===== config.mk =====
export PLATFORM = sky130hd
export DESIGN_NAME = code2421_bcd_decoder
export DESIGN_NICKNAME = d
export VERILOG_FILES = /design/src/rtl/code2421_bcd_decoder.sv
export SDC_FILE = /design/constraint.sdc
export NUM_CORES = 1
export LEC_CHECK = 0
export CORE_MARGIN = 1.5
export CORE_UTILIZATION = 55
export CTS_CLUSTER_DIAMETER = 60
export DETAILED_ROUTE_END_ITERATION = 8
export GPL_TIMING_DRIVEN = 0
export PLACE_DENSITY = 0.81
export SLEW_MARGIN = 40
export SYNTH_ARGS = -nofsm -noshare
export SYNTH_HDL_FRONTEND = slang
export SYNTH_SLANG_ARGS = --single-unit

===== constraint.sdc =====
create_clock -name clk -period 4.95 [get_ports clk]
set_input_delay 0.495 -clock clk [delete_from_list [all_inputs] [get_ports clk]]
set_output_delay 0.495 -clock clk [all_outputs]
set_load 0.02 [all_outputs]

===== src/rtl/code2421_bcd_decoder.sv =====
// 2421-code to packed 8421 BCD word assembler with valid/ready on both sides.
// Digits shift in at bits [3:0]; a word closes on in_last or when DIGITS digits are held.
module code2421_bcd_decoder #(
  parameter int DIGITS = 4
) (
  input  logic                  clk,
  input  logic                  rst_n,
  input  logic                  in_valid,
  output logic                  in_ready,
  input  logic [3:0]            in_code,
  input  logic                  in_last,
  output logic                  out_valid,
  input  logic                  out_ready,
  output logic [4*DIGITS-1:0]   out_bcd,
  output logic [3:0]            out_count,
  output logic                  out_err
);

  localparam logic [3:0] DIGITS_C = 4'(DIGITS);

  typedef enum logic [1:0] {
    IDLE  = 2'd0,
    ACCUM = 2'd1,
    HOLD  = 2'd2
  } state_t;

  state_t              state_r, state_s;
  logic [4*DIGITS-1:0] acc_r, acc_s;
  logic [3:0]          cnt_r, cnt_s;
  logic                err_r, err_s;
  logic [4*DIGITS-1:0] bcd_r, bcd_s;
  logic [3:0]          count_r, count_s;
  logic                oerr_r, oerr_s;

  logic [4:0]          dec_s;
  logic [4*DIGITS-1:0] digit_ext_s;
  logic [4*DIGITS-1:0] shifted_s;
  logic [3:0]          cnt_inc_s;
  logic                err_inc_s;

  // Returns {invalid, digit}; the six unused codes decode to 0 and flag invalid.
  function automatic logic [4:0] decode_2421(input logic [3:0] code);
    logic [4:0] res;
    if (code <= 4'd4) begin
      res = {1'b0, code};
    end else if (code >= 4'd11) begin
      res = {1'b0, code - 4'd6};
    end else begin
      res = {1'b1, 4'd0};
    end
    return res;
  endfunction

  // Digit decode and the candidate accumulator update for this cycle.
  always_comb begin
    dec_s          = decode_2421(in_code);
    digit_ext_s    = '0;
    digit_ext_s[3:0] = dec_s[3:0];
    shifted_s      = (acc_r << 3'd4) | digit_ext_s;
    cnt_inc_s      = cnt_r + 4'd1;
    err_inc_s      = err_r | dec_s[4];
  end

  // Next-state and next-data logic.
  always_comb begin
    state_s = state_r;
    acc_s   = acc_r;
    cnt_s   = cnt_r;
    err_s   = err_r;
    bcd_s   = bcd_r;
    count_s = count_r;
    oerr_s  = oerr_r;
    case (state_r)
      IDLE, ACCUM: begin
        if (in_valid) begin
          if (in_last || (cnt_inc_s == DIGITS_C)) begin
            state_s = HOLD;
            bcd_s   = shifted_s;
            count_s = cnt_inc_s;
            oerr_s  = err_inc_s;
            acc_s   = '0;
            cnt_s   = 4'd0;
            err_s   = 1'b0;
          end else begin
            state_s = ACCUM;
            acc_s   = shifted_s;
            cnt_s   = cnt_inc_s;
            err_s   = err_inc_s;
          end
        end else begin
          state_s = state_r;
        end
      end
      HOLD: begin
        if (out_ready) begin
          state_s = IDLE;
          bcd_s   = '0;
          count_s = 4'd0;
          oerr_s  = 1'b0;
        end else begin
          state_s = HOLD;
        end
      end
      default: begin
        state_s = IDLE;
        acc_s   = '0;
        cnt_s   = 4'd0;
        err_s   = 1'b0;
        bcd_s   = '0;
        count_s = 4'd0;
        oerr_s  = 1'b0;
      end
    endcase
  end

  // State register.
  always_ff @(posedge clk or negedge rst_n) begin
    if (!rst_n) begin
      state_r <= IDLE;
    end else begin
      state_r <= state_s;
    end
  end

  // Accumulator and held-word registers; held word is zero outside HOLD.
  always_ff @(posedge clk or negedge rst_n) begin
    if (!rst_n) begin
      acc_r   <= '0;
      cnt_r   <= 4'd0;
      err_r   <= 1'b0;
      bcd_r   <= '0;
      count_r <= 4'd0;
      oerr_r  <= 1'b0;
    end else begin
      acc_r   <= acc_s;
      cnt_r   <= cnt_s;
      err_r   <= err_s;
      bcd_r   <= bcd_s;
      count_r <= count_s;
      oerr_r  <= oerr_s;
    end
  end

  assign in_ready  = (state_r != HOLD);
  assign out_valid = (state_r == HOLD);
  assign out_bcd   = bcd_r;
  assign out_count = count_r;
  assign out_err   = oerr_r;

endmodule


Word level (Yosys, flattened, before mapping):

Cells that the tools add are included.

* add/sub/neg operators: 2
* order comparisons: 2
* equality and inequality tests: 7
* muxes and demuxes: 27
* bitwise operators: 3
* reduce and logical (&&, ||, !) cells: 5

Operators by type and width (number)
* 16-bit 2-to-1 mux: 3
* 16-bit one-hot mux with 2 select lines: 1
* 12-bit 2-to-1 mux: 2
* 12-bit one-hot mux with 2 select lines: 1
* 4-bit 2-to-1 mux: 5
* 16-bit by 4-bit OR with 16-bit output: 1
* 4-bit one-hot mux with 2 select lines: 2
* 5-bit 2-to-1 mux: 2
* 2-bit 2-to-1 mux: 3
* 2-bit != test (second input constant): 3
* 1-bit 2-to-1 mux: 5
* 4-bit by 1-bit adder with 4-bit output (second input constant): 1
* 4-bit by 3-bit == test with 1-bit output (second input constant): 1
* 4-bit greater-or-equal comparator (second input constant): 1
* 4-bit by 3-bit less-or-equal comparator with 1-bit output (second input constant): 1
* 1-bit one-hot mux with 2 select lines: 2
* 2-bit one-hot mux with 2 select lines: 1
* 4-bit by 3-bit subtractor with 4-bit output (second input constant): 1
* 3-bit AND reduction: 1
* 2-bit by 1-bit == test with 1-bit output (second input constant): 1
* 2-bit == test (second input constant): 1
* 2-bit logical NOT: 1
* 2-bit by 1-bit != test with 1-bit output (second input constant): 1
* 2-bit AND reduction: 1
* 4 further kinds: 4

* register bits after elaboration: 40
* input port bits: 9
* output and inout port bits: 23
* logic and storage cells: 53

Longest topological paths before layout:

Gate-level depths: netlist of the first run.

* depth in word-level cells: 7
* depth in mapped cells: 7
* gate-level depth less buffers: 5

Least setup slack after synthesis of the first run:

Ideal clock, no wire load.

* path type: register -> register
* start: register cnt_r[0]
* end: register bcd_r[0], in the netlist out_bcd[0]
* setup time: 128 ps
* arrival time: 1644 ps
* required time: 4822 ps
* setup slack: 3178 ps
* stages on the path, launching flop included: 6
* path buffers: 0
* clock period less this slack: 1772 ps
* cell sequence: dfrtp_1 > ha_1 > or3_1 > a31oi_2 > nor3_2 > mux2_1

* longest elaborated chain between the ends: 5

RTL lines
* start: declaration: RTL line 29 `logic [3:0] cnt_r, cnt_s;`
* start signal: assignment: RTL line 136 `cnt_r <= cnt_s;`
* 4-bit by 1-bit adder with 4-bit output: RTL line 60 `cnt_inc_s = cnt_r + 4'd1;`
* 4-bit by 3-bit == test with 1-bit output: RTL line 76 `if (in_last || (cnt_inc_s == DIGITS_C)) begin`
* 1-bit logical OR: RTL line 76
* 2-bit != test (no line)
* 3-bit AND reduction (no line)
* end signal: assignment: RTL line 138 `bcd_r <= bcd_s;`
* end: declaration: RTL line 31 `logic [4*DIGITS-1:0] bcd_r, bcd_s;`

No other way between the ends.
A chain may end at the register's enable or synchronous reset.

Worst setup path after layout of the first run:

* start: register state_r[0]
* end: output port out_valid

* longest elaborated chain between the ends: 1

RTL lines
* start: declaration: RTL line 27 `state_t state_r, state_s;`
* start signal: assignment: RTL line 121 `state_r <= state_s;`
* 2-bit == test: RTL line 145 `assign out_valid = (state_r == HOLD);`
* end: declaration: RTL line 12 `output logic out_valid,`

No other way between the ends.

==> flow_summary.json, run 1 <==
{
  "status": "finished clean",
  "hold_class": "in2async",
  "multi_input_area_um2": 1047,
  "end_kind": "output port",
  "grt_first_pass_wirelength_um": 8093,
  "layout-drive-gt1-share_pct": 13.88,
  "tns_ns": 0,
  "combinationalPowerShare_pct": 27.6,
  "ant_nets": 0,
  "dieArea_um2": 4321,
  "hold_viol_final": 0,
  "synth.most_common_cell": "dfrtp_1",
  "synth_top_cell_by_area": "dfrtp_1",
  "cts_root_buf": "clkbuf_8",
  "detail_route.vias_per_cell": 5.997,
  "dp_hpwl_um": 3302,
  "synth_async_sr_flop_share_pct": 100.0,
  "wl_per_cell_um": 16.09,
  "timing.fmax_mhz": 477.6,
  "cp.arrival_ns": 1.60,
  "avgSynthCellArea_um2": 10.46,
  "p_clk_share_pct": 26.2,
  "grt_pass1_vias": 1704,
  "area_growth_syn_to_layout_pct": 20.81,
  "p_leak_nw": 1.077,
  "fill_cells": 311,
  "cts_buffers": 5,
  "setup-violations-final": 0,
  "fin_crit_sh_pct": 42.30,
  "ys_top_cells_by_area": "dfrtp_1, nand4b_1, nand3b_1, o211ai_1, nand2_1",
  "synth_top_area_share_pct": 46.24,
  "sequentialPowerShare_pct": 46.3,
  "vdd_ir_drop_max_mv": 0.1943,
  "ctsHoldBuffers": 0,
  "r2r-end": "out_count[3]",
  "cts_tree": "yes",
  "cts_resized": 0,
  "htreeDepth": 2,
  "insertion_delay_ns": 0.30,
  "portBuffers": 30,
  "gp_congestion": 0.8017,
  "synth-seq-cells": 40,
  "track_usage_pct": 24.70,
  "clk_pin_slew_ns": 0.08,
  "tightestPinTransition_ns": 0.6194,
  "cts_num_sinks": 40,
  "crit_type": "reg2out",
  "max_cap_violations": 0,
  "core_area_um2": 3716,
  "synth_common_cells": "dfrtp_1, nand2_1, nand4b_1",
  "drv_slew": 0,
  "fp.dieH_um": 65.74,
  "r2r_start": "cnt_r[0]",
  "seq_area_um2": 1001,
  "nNetsFinal": 256,
  "rows": 22,
  "crit_required_ns": 4.45,
  "antenna_found_initial": 0,
  "io-pin-count": 32,
  "synth_edf_count": 0,
  "start_kind": "flip-flop",
  "regToRegSetupSlack_ns": 2.98,
  "post-route-drc-count": 0,
  "grt_max_degree": 41,
  "switchingPower_mw": 0.2729,
  "yosysUniqueCellTypes": 46,
  "hold_slack_ns": 0.1658,
  "rsz0062_at_grt": "false",
  "die_w_um": 65.74,
  "cp_max_fo": 4,
  "drt_first_pass_iters": 4,
  "synth_flop_cell": "dfrtp_1",
  "post-cts-setup-buffer-count": 0,
  "initial_utilization_pct": 58.25,
  "power_density_nw_per_um2": 329.5,
  "clockBufferDepth": 2,
  "grt_overflow": 0,
  "synth_nets": 219,
  "yosysSeqAreaShare_pct": 46.24,
  "yosysWarnings": 0,
  "sw_frac_of_total_pct": 31.68,
  "fin_skew_ns": 0.006705,
  "initialDrtViolationCount": 134,
  "rr_worst_depth": 6,
  "vias": 1757,
  "routed_wl_um": 4714,
  "slew_headroom_pct": 57.64,
  "syn-cell-area_um2": 2165,
  "internal-power_mw": 0.5886,
  "synthCells": 207,
  "diodes": 0,
  "min_period_ns": 2.094
}
## sequential cells by signal (all words and copies together) (netlist names)
register and flops:
out_bcd 16, acc_r 12, cnt_r 4, out_count 4, state_r 2, err_r 1, out_err 1
## layout by cell type (no fill, tap or decap), types with 2 or more instances in the layout
cell	n
dfrtp_1	40
clkdlybuf4s50_1	29
nand2_1	24
nand4b_1	18
nand3b_1	15
o211ai_1	15
a22o_1	9
nor2_1	7
clkbuf_1	7
buf_2	6
clkbuf_8	6
buf_4	5
o21ai_0	5
nand2b_1	4
nor2b_1	3
nand3_1	3
and3_1	3
a31o_2	3
a21oi_1	3
or3_1	3
ha_1	3
buf_6	2
inv_1	2
and2_1	2
o311ai_0	2
mux2_2	2
clkinv_2	2
## per-stage QoR
step	power, mW	util (%)	std cells	worst slack [ns]	instance area [um2]
floorplan	0.5407	-	207	3.178	2165
global placement	0.6382	67.95	285	2.383	2525
detailed placement	0.6414	67.88	285	2.860	2522
CTS	0.8646	70.37	293	2.856	2615
global route	0.9016	70.37	293	2.805	2615
finish	0.8615	70.37	293	2.856	2615
## metal layers
metal | GRT usage, % | share of wire (%) | vias to the layer above
met2 | 39.02 | 44 | 41
met4 | 7.813 | 1.4 | 0
met1 | 33.96 | 50 | 860
met3 | 5.137 | 3.8 | 5
li1 | - | - | 851
met5 | 0 | 0 | -
## critical path, stage by stage, from the launching register on
cell             delay [ns]
dfrtp_1                0.41
nand2b_1               0.22
inv_1                  0.07
clkdlybuf4s50_1        0.59
## kinds of logic after synthesis
kind of cell    share of synthesized area (%)
flops                                   46.24
simple gates                            25.38
fa+ha+maj                               1.734
xor+xnor                               0.8094
compound gates                          18.44
mux                                     2.023
buf+inv                                 5.376
## power groups by stage
stage | logic [mW] | registers (mW) | clock network [mW]
after CTS | 0.238 | 0.399 | 0.228
after floorplan | 0.112 | 0.429 | 0
final | 0.237 | 0.399 | 0.226
after global routing | 0.257 | 0.404 | 0.241
after detailed placement | 0.237 | 0.405 | 0
after global placement | 0.235 | 0.403 | 0
## area by class of cell
| type | instances | share of cell area, % |
|---|---|---|
| inverters | 2 | 0.2871 |
| repair buffers | 30 | 11.39 |
| clock inverters | 2 | 0.3828 |
| flip-flops and latches | 40 | 38.28 |
| clock buffers | 6 | 3.158 |
| well taps | 48 | 2.297 |
| multi-input cells | 146 | 40.05 |
| plain buffers | 19 | 4.163 |
## worst max path at each step
stage,start,endpoint,cells after the start,slack [ns]
floorplan,cnt_r[0],out_bcd[0],5,3.18
global placement,rst_n,cnt_r[0],1,2.38
detailed placement,in_code[2],acc_r[0],4,2.86
CTS,state_r[0],out_valid,3,2.86
global route,state_r[1],in_ready,3,2.81
finish,state_r[0],out_valid,3,2.86
Power figures use the tool's default switching activity.
==> inputs of run 2 (changes only) <==
CORE_UTILIZATION = 54   (was 55)
PLACE_DENSITY = 0.8   (was 0.81)
clock period = 2.15 ns   (was 4.95 ns; I/O delays follow)
==> run 2 against run 1 <==
Register-to-register slack lost 2.8 ns. Clock power increased by 110%. Total power grew 130%. Worst hold slack gained 0.12 ns. Count of clock-buffer cells in the layout unchanged. Combinational power grew 130%. Non-clock buffer count rose by 1. Sequential share of layout area is 0.073 points higher. Global-route usage is 0.63 points higher. Critical path depth rose by 3. Setup slack worse by 2.7 ns. Largest cell class unchanged. Largest power group unchanged. Highest routed layer unchanged.
==> flow_summary.json, run 2 (synthesis results as in run 1) <==
{
  "hold_viol_final": 0,
  "critPathBufInv": 1,
  "grt_first_pass_wirelength_um": 8397,
  "p_clk_share_pct": 24.6,
  "cts_root_buf": "clkbuf_8",
  "min_period_ns": 1.977,
  "sw_frac_of_total_pct": 32.10,
  "clk_pin_slew_ns": 0.08,
  "p_total_mw": 1.946,
  "track_usage_pct": 25.33,
  "vias": 1778,
  "die_w_um": 66.31,
  "initialDrtViolationCount": 132,
  "fp.dieH_um": 66.31,
  "final_common_cell": "dfrtp_1",
  "cp_slowest_cell": "dfrtp_1",
  "layout-drive-gt1-share_pct": 13.06,
  "portBuffers": 30,
  "internal-power_mw": 1.321,
  "power_density_nw_per_um2": 745.6,
  "gp_congestion": 0.7903,
  "rsz0062_at_grt": "false",
  "fin_crit_sh_pct": 91.94,
  "cp_cell_sequence": "ha_1 -> nor2b_1 -> nand4_1 -> and2_1 -> buf_2 -> o311ai_2",
  "hold_slack_ns": 0.2851,
  "fin_ws_ns": 0.1733,
  "sequentialPowerShare_pct": 47.1,
  "cts_resized": 0,
  "grt_overflow": 0,
  "critPathTopFamily": "simple AND/OR/NAND/NOR gates",
  "drt_first_pass_iters": 4,
  "vdd_ir_drop_max_mv": 0.5351,
  "dp_hpwl_um": 3416,
  "cts_buffers": 5,
  "grt_max_degree": 41,
  "antenna_found_initial": 0,
  "rows": 22,
  "drv_slew": 0,
  "timing.fmax_mhz": 505.9,
  "setup-violations-final": 0,
  "switchingPower_mw": 0.6247,
  "crit_type": "reg2reg",
  "routed_wl_um": 4869,
  "cts_tree": "yes",
  "initial_utilization_pct": 57.82,
  "stdcell_area_um2": 2610,
  "end_kind": "flip-flop",
  "tightestPinTransition_ns": 0.6760,
  "post-cts-setup-buffer-count": 0,
  "diodes": 0,
  "final_cell_mix": "dfrtp_1, clkdlybuf4s50_1, nand2_1",
  "cpPeakStageDelay_ns": 0.48,
  "start_kind": "flip-flop",
  "fin_skew_ns": 0.005062,
  "insertion_delay_ns": 0.29,
  "core_area_um2": 3744,
  "post-route-drc-count": 0,
  "cp.arrival_ns": 2.17,
  "area_growth_syn_to_layout_pct": 20.58,
  "wl_per_cell_um": 16.62,
  "clockBufferDepth": 2,
  "hold_class": "in2reg",
  "fin_util_pct": 69.72,
  "dp_cells": 285,
  "ctsHoldBuffers": 1,
  "combinationalPowerShare_pct": 28.3,
  "p_leak_nw": 1.071,
  "slew_headroom_pct": 53.77,
  "status": "finished clean",
  "grt_pass1_vias": 1760,
  "max_cap_violations": 0,
  "dp_slack_ns": 0.1793,
  "detail_route.vias_per_cell": 6.068,
  "cp_max_fo": 10,
  "fill_cells": 310,
  "crit_required_ns": 2.35,
  "ant_nets": 0,
  "htreeDepth": 2,
  "post_dp_cell_area_um2": 2522,
  "tns_ns": 0,
  "cts_num_sinks": 40,
  "largest_register_ffs": 16,
  "dieArea_um2": 4397,
  "final_cells": 293,
  "regToRegSetupSlack_ns": 0.17,
  "nNetsFinal": 257,
  "io-pin-count": 32
}
[run 2: cell types whose count changed in the layout (fill, tap and decap cells not counted), sizes merged]
| cell | delta |
|---|---|
| clkinv | -1 |
| dlygate4sd3 | +1 |
[run 2: cell type report]
class	count	area [um2]	area share [%]
buffer	19	108.9	4.171
clock buffer	6	72.57	2.780
clock inverter	1	5.005	0.1918
inverter	2	7.507	0.2876
multi-input combinational	146	1047	40.12
sequential	40	1001	38.35
tap	48	60.06	2.301
timing repair buffer	31	307.8	11.79
[run 2: worst reg2reg max path, cell delays in order, from the launching register on]
cell and delay (ns):
dfrtp_1 0.48, ha_1 0.35, nor2b_1 0.14, nand4_1 0.19, and2_1 0.24, buf_2 0.20, o311ai_2 0.27
[run 2: path summary, 6_finish.rpt]
kind,cells past startpoint,from,end
max,6,cnt_r[0],out_count[3]
min,3,in_valid,state_r[0]
max reg2reg,6,cnt_r[0],out_count[3]
min reg2reg,1,out_bcd[0],out_bcd[0]
max in group asynchronous,2,rst_n,acc_r[7]
min in group asynchronous,2,rst_n,out_count[0]
[run 2: layer usage]
| metal | track usage [%] | share of wire (%) | vias to the layer above |
|---|---|---|---|
| met3 | 4.429 | 4.5 | 8 |
| met5 | 0 | 0 | - |
| met4 | 8.418 | 1.3 | 0 |
| met1 | 35.27 | 47 | 871 |
| li1 | - | - | 851 |
| met2 | 39.88 | 47 | 48 |
[run 2: power by group through the flow]
stage          logic [mW]  clock network, mW  registers, mW
3_5_place_dp        0.549                  0          0.931
6_report            0.550              0.480          0.917
2_1_floorplan       0.258                  0          0.987
5_1_grt             0.599              0.518          0.928
4_1_cts             0.553              0.485          0.917
3_3_place_gp        0.541                  0          0.928
==> inputs of run 3 (changes only) <==
clock period = 2.1 ns   (was 2.15 ns; I/O delays follow)
==> run 3 against run 2 <==
Sequential share of layout area hardly changed. Wire length is 0.41% lower. Clock power is 3% higher. Critical path type unchanged. Critical endpoint unchanged.
==> flow_summary.json, run 3 (synthesis results as in run 1) <==
{
  "cts_root_buf": "clkbuf_8",
  "fill_cells": 309,
  "max_cap_violations": 0,
  "grt_max_degree": 41,
  "rows": 22,
  "p_clk_share_pct": 24.7,
  "cp-startpoint": "cnt_r[0]",
  "min_period_ns": 1.930,
  "io-pin-count": 32,
  "clockBufferDepth": 2,
  "tightestPinTransition_ns": 0.6764,
  "post-route-drc-count": 0,
  "die_w_um": 66.31,
  "final_cell_mix": "dfrtp_1, clkdlybuf4s50_1, nand2_1",
  "core_area_um2": 3744,
  "largest_register_ffs": 16,
  "layout-drive-gt1-share_pct": 13.47,
  "dp_cells": 285,
  "rr_worst_depth": 6,
  "end_kind": "flip-flop",
  "drv_slew": 0,
  "internal-power_mw": 1.355,
  "insertion_delay_ns": 0.30,
  "timing.fmax_mhz": 518.3,
  "routed_wl_um": 4849,
  "diodes": 0,
  "post-cts-setup-buffer-count": 0,
  "area_growth_syn_to_layout_pct": 20.69,
  "combinationalPowerShare_pct": 28.3,
  "fin_crit_sh_pct": 91.88,
  "gp_congestion": 0.7903,
  "cts_tree": "yes",
  "nNetsFinal": 257,
  "fp.dieH_um": 66.31,
  "crit_required_ns": 2.30,
  "tns_ns": 0,
  "cts_num_sinks": 40,
  "grt_first_pass_wirelength_um": 8397,
  "p_leak_nw": 1.069,
  "dieArea_um2": 4397,
  "wl_per_cell_um": 16.55,
  "final_common_cell": "dfrtp_1",
  "power_density_nw_per_um2": 764.4,
  "final_cells": 293,
  "sw_frac_of_total_pct": 32.16,
  "r2r_start": "cnt_r[0]",
  "cts_buffers": 5,
  "grt_pass1_vias": 1760,
  "cp.arrival_ns": 2.13,
  "clk_pin_slew_ns": 0.08,
  "slew_headroom_pct": 53.74,
  "p_total_mw": 1.997,
  "vias": 1776,
  "hold_viol_final": 0,
  "initial_utilization_pct": 57.82,
  "r2r-end": "out_count[3]",
  "dp_hpwl_um": 3416,
  "fin_skew_ns": 0.005908,
  "setup-violations-final": 0,
  "hold_class": "in2reg",
  "cp_max_fo": 10,
  "switchingPower_mw": 0.6422,
  "initialDrtViolationCount": 133,
  "ant_nets": 0,
  "detail_route.vias_per_cell": 6.061,
  "cp-endpoint": "out_count[3]",
  "status": "finished clean",
  "regToRegSetupSlack_ns": 0.17,
  "crit_type": "reg2reg",
  "sequentialPowerShare_pct": 47.0,
  "vdd_ir_drop_max_mv": 0.5484,
  "start_kind": "flip-flop",
  "grt_overflow": 0,
  "track_usage_pct": 25.33,
  "htreeDepth": 2,
  "portBuffers": 30,
  "antenna_found_initial": 0,
  "drt_first_pass_iters": 4,
  "hold_slack_ns": 0.2783,
  "rsz0062_at_grt": "false"
}
[run 3: layout make-up]
| cell class | instances | area, um2 | area share, % |
|---|---|---|---|
| well taps | 48 | 60.06 | 2.299 |
| inverters | 2 | 7.507 | 0.2874 |
| clock buffers | 6 | 72.57 | 2.778 |
| plain buffers | 19 | 108.9 | 4.167 |
| repair buffers | 31 | 307.8 | 11.78 |
| flip-flops and latches | 40 | 1001 | 38.31 |
| multi-input cells | 146 | 1050 | 40.18 |
| clock inverters | 1 | 5.005 | 0.1916 |
[run 3: power groups by stage]
stage	combinational, mW	sequential (mW)	clock [mW]
CTS	0.566	0.939	0.497
floorplan	0.264	1.01	0
detailed placement	0.562	0.953	0
global placement	0.554	0.950	0
finish	0.565	0.939	0.494
global route	0.615	0.951	0.530
[run 3: timing repair]
action	4_1_cts	5_1_grt
resized for setup	0	1
hold endpoints to repair	40	0
hold buffers	1	0
endpoints found under the setup margin	0	1
[run 3: how the worst min path moves through the flow]
| stage | startpoint | to | slack [ns] | depth (start not counted) |
|---|---|---|---|---|
| 4_1_cts | in_valid | state_r[0] | 0.27 | 3 |
| 6_report | in_valid | state_r[0] | 0.28 | 3 |
| 5_1_grt | in_valid | out_bcd[6] | 0.29 | 3 |
| 3_5_place_dp | rst_n | out_bcd[4] | 0.22 | 1 |
| 2_1_floorplan | rst_n | acc_r[0] | -0.09 | 0 |
| 3_3_place_gp | out_bcd[0] | out_bcd[0] | 0.48 | 1 |
[run 3: stage by stage]
step | cell area [um2] | setup slack, ns | util, %
after global routing | 2613 | 0.03439 | 69.79
final | 2613 | 0.1705 | 69.79
after floorplan | 2165 | 0.3281 | -
after detailed placement | 2522 | 0.1293 | 67.38
after global placement | 2525 | -0.1693 | 67.45
after CTS | 2610 | 0.1262 | 69.72
[run 3: metal layers]
layer	global-route usage, %	routed length [um]	up-vias
met1	35.27	2261	871
met5	0	0	-
met3	4.429	203	8
li1	-	-	849
met4	8.418	70	0
met2	39.88	2314	48
[run 3: worst max-delay path, cell delays in order (launching register included)]
cell and delay, ns:
dfrtp_1 0.50, ha_1 0.28, nor2b_1 0.15, nand4_1 0.19, and2_1 0.24, buf_2 0.20
o311ai_2 0.27
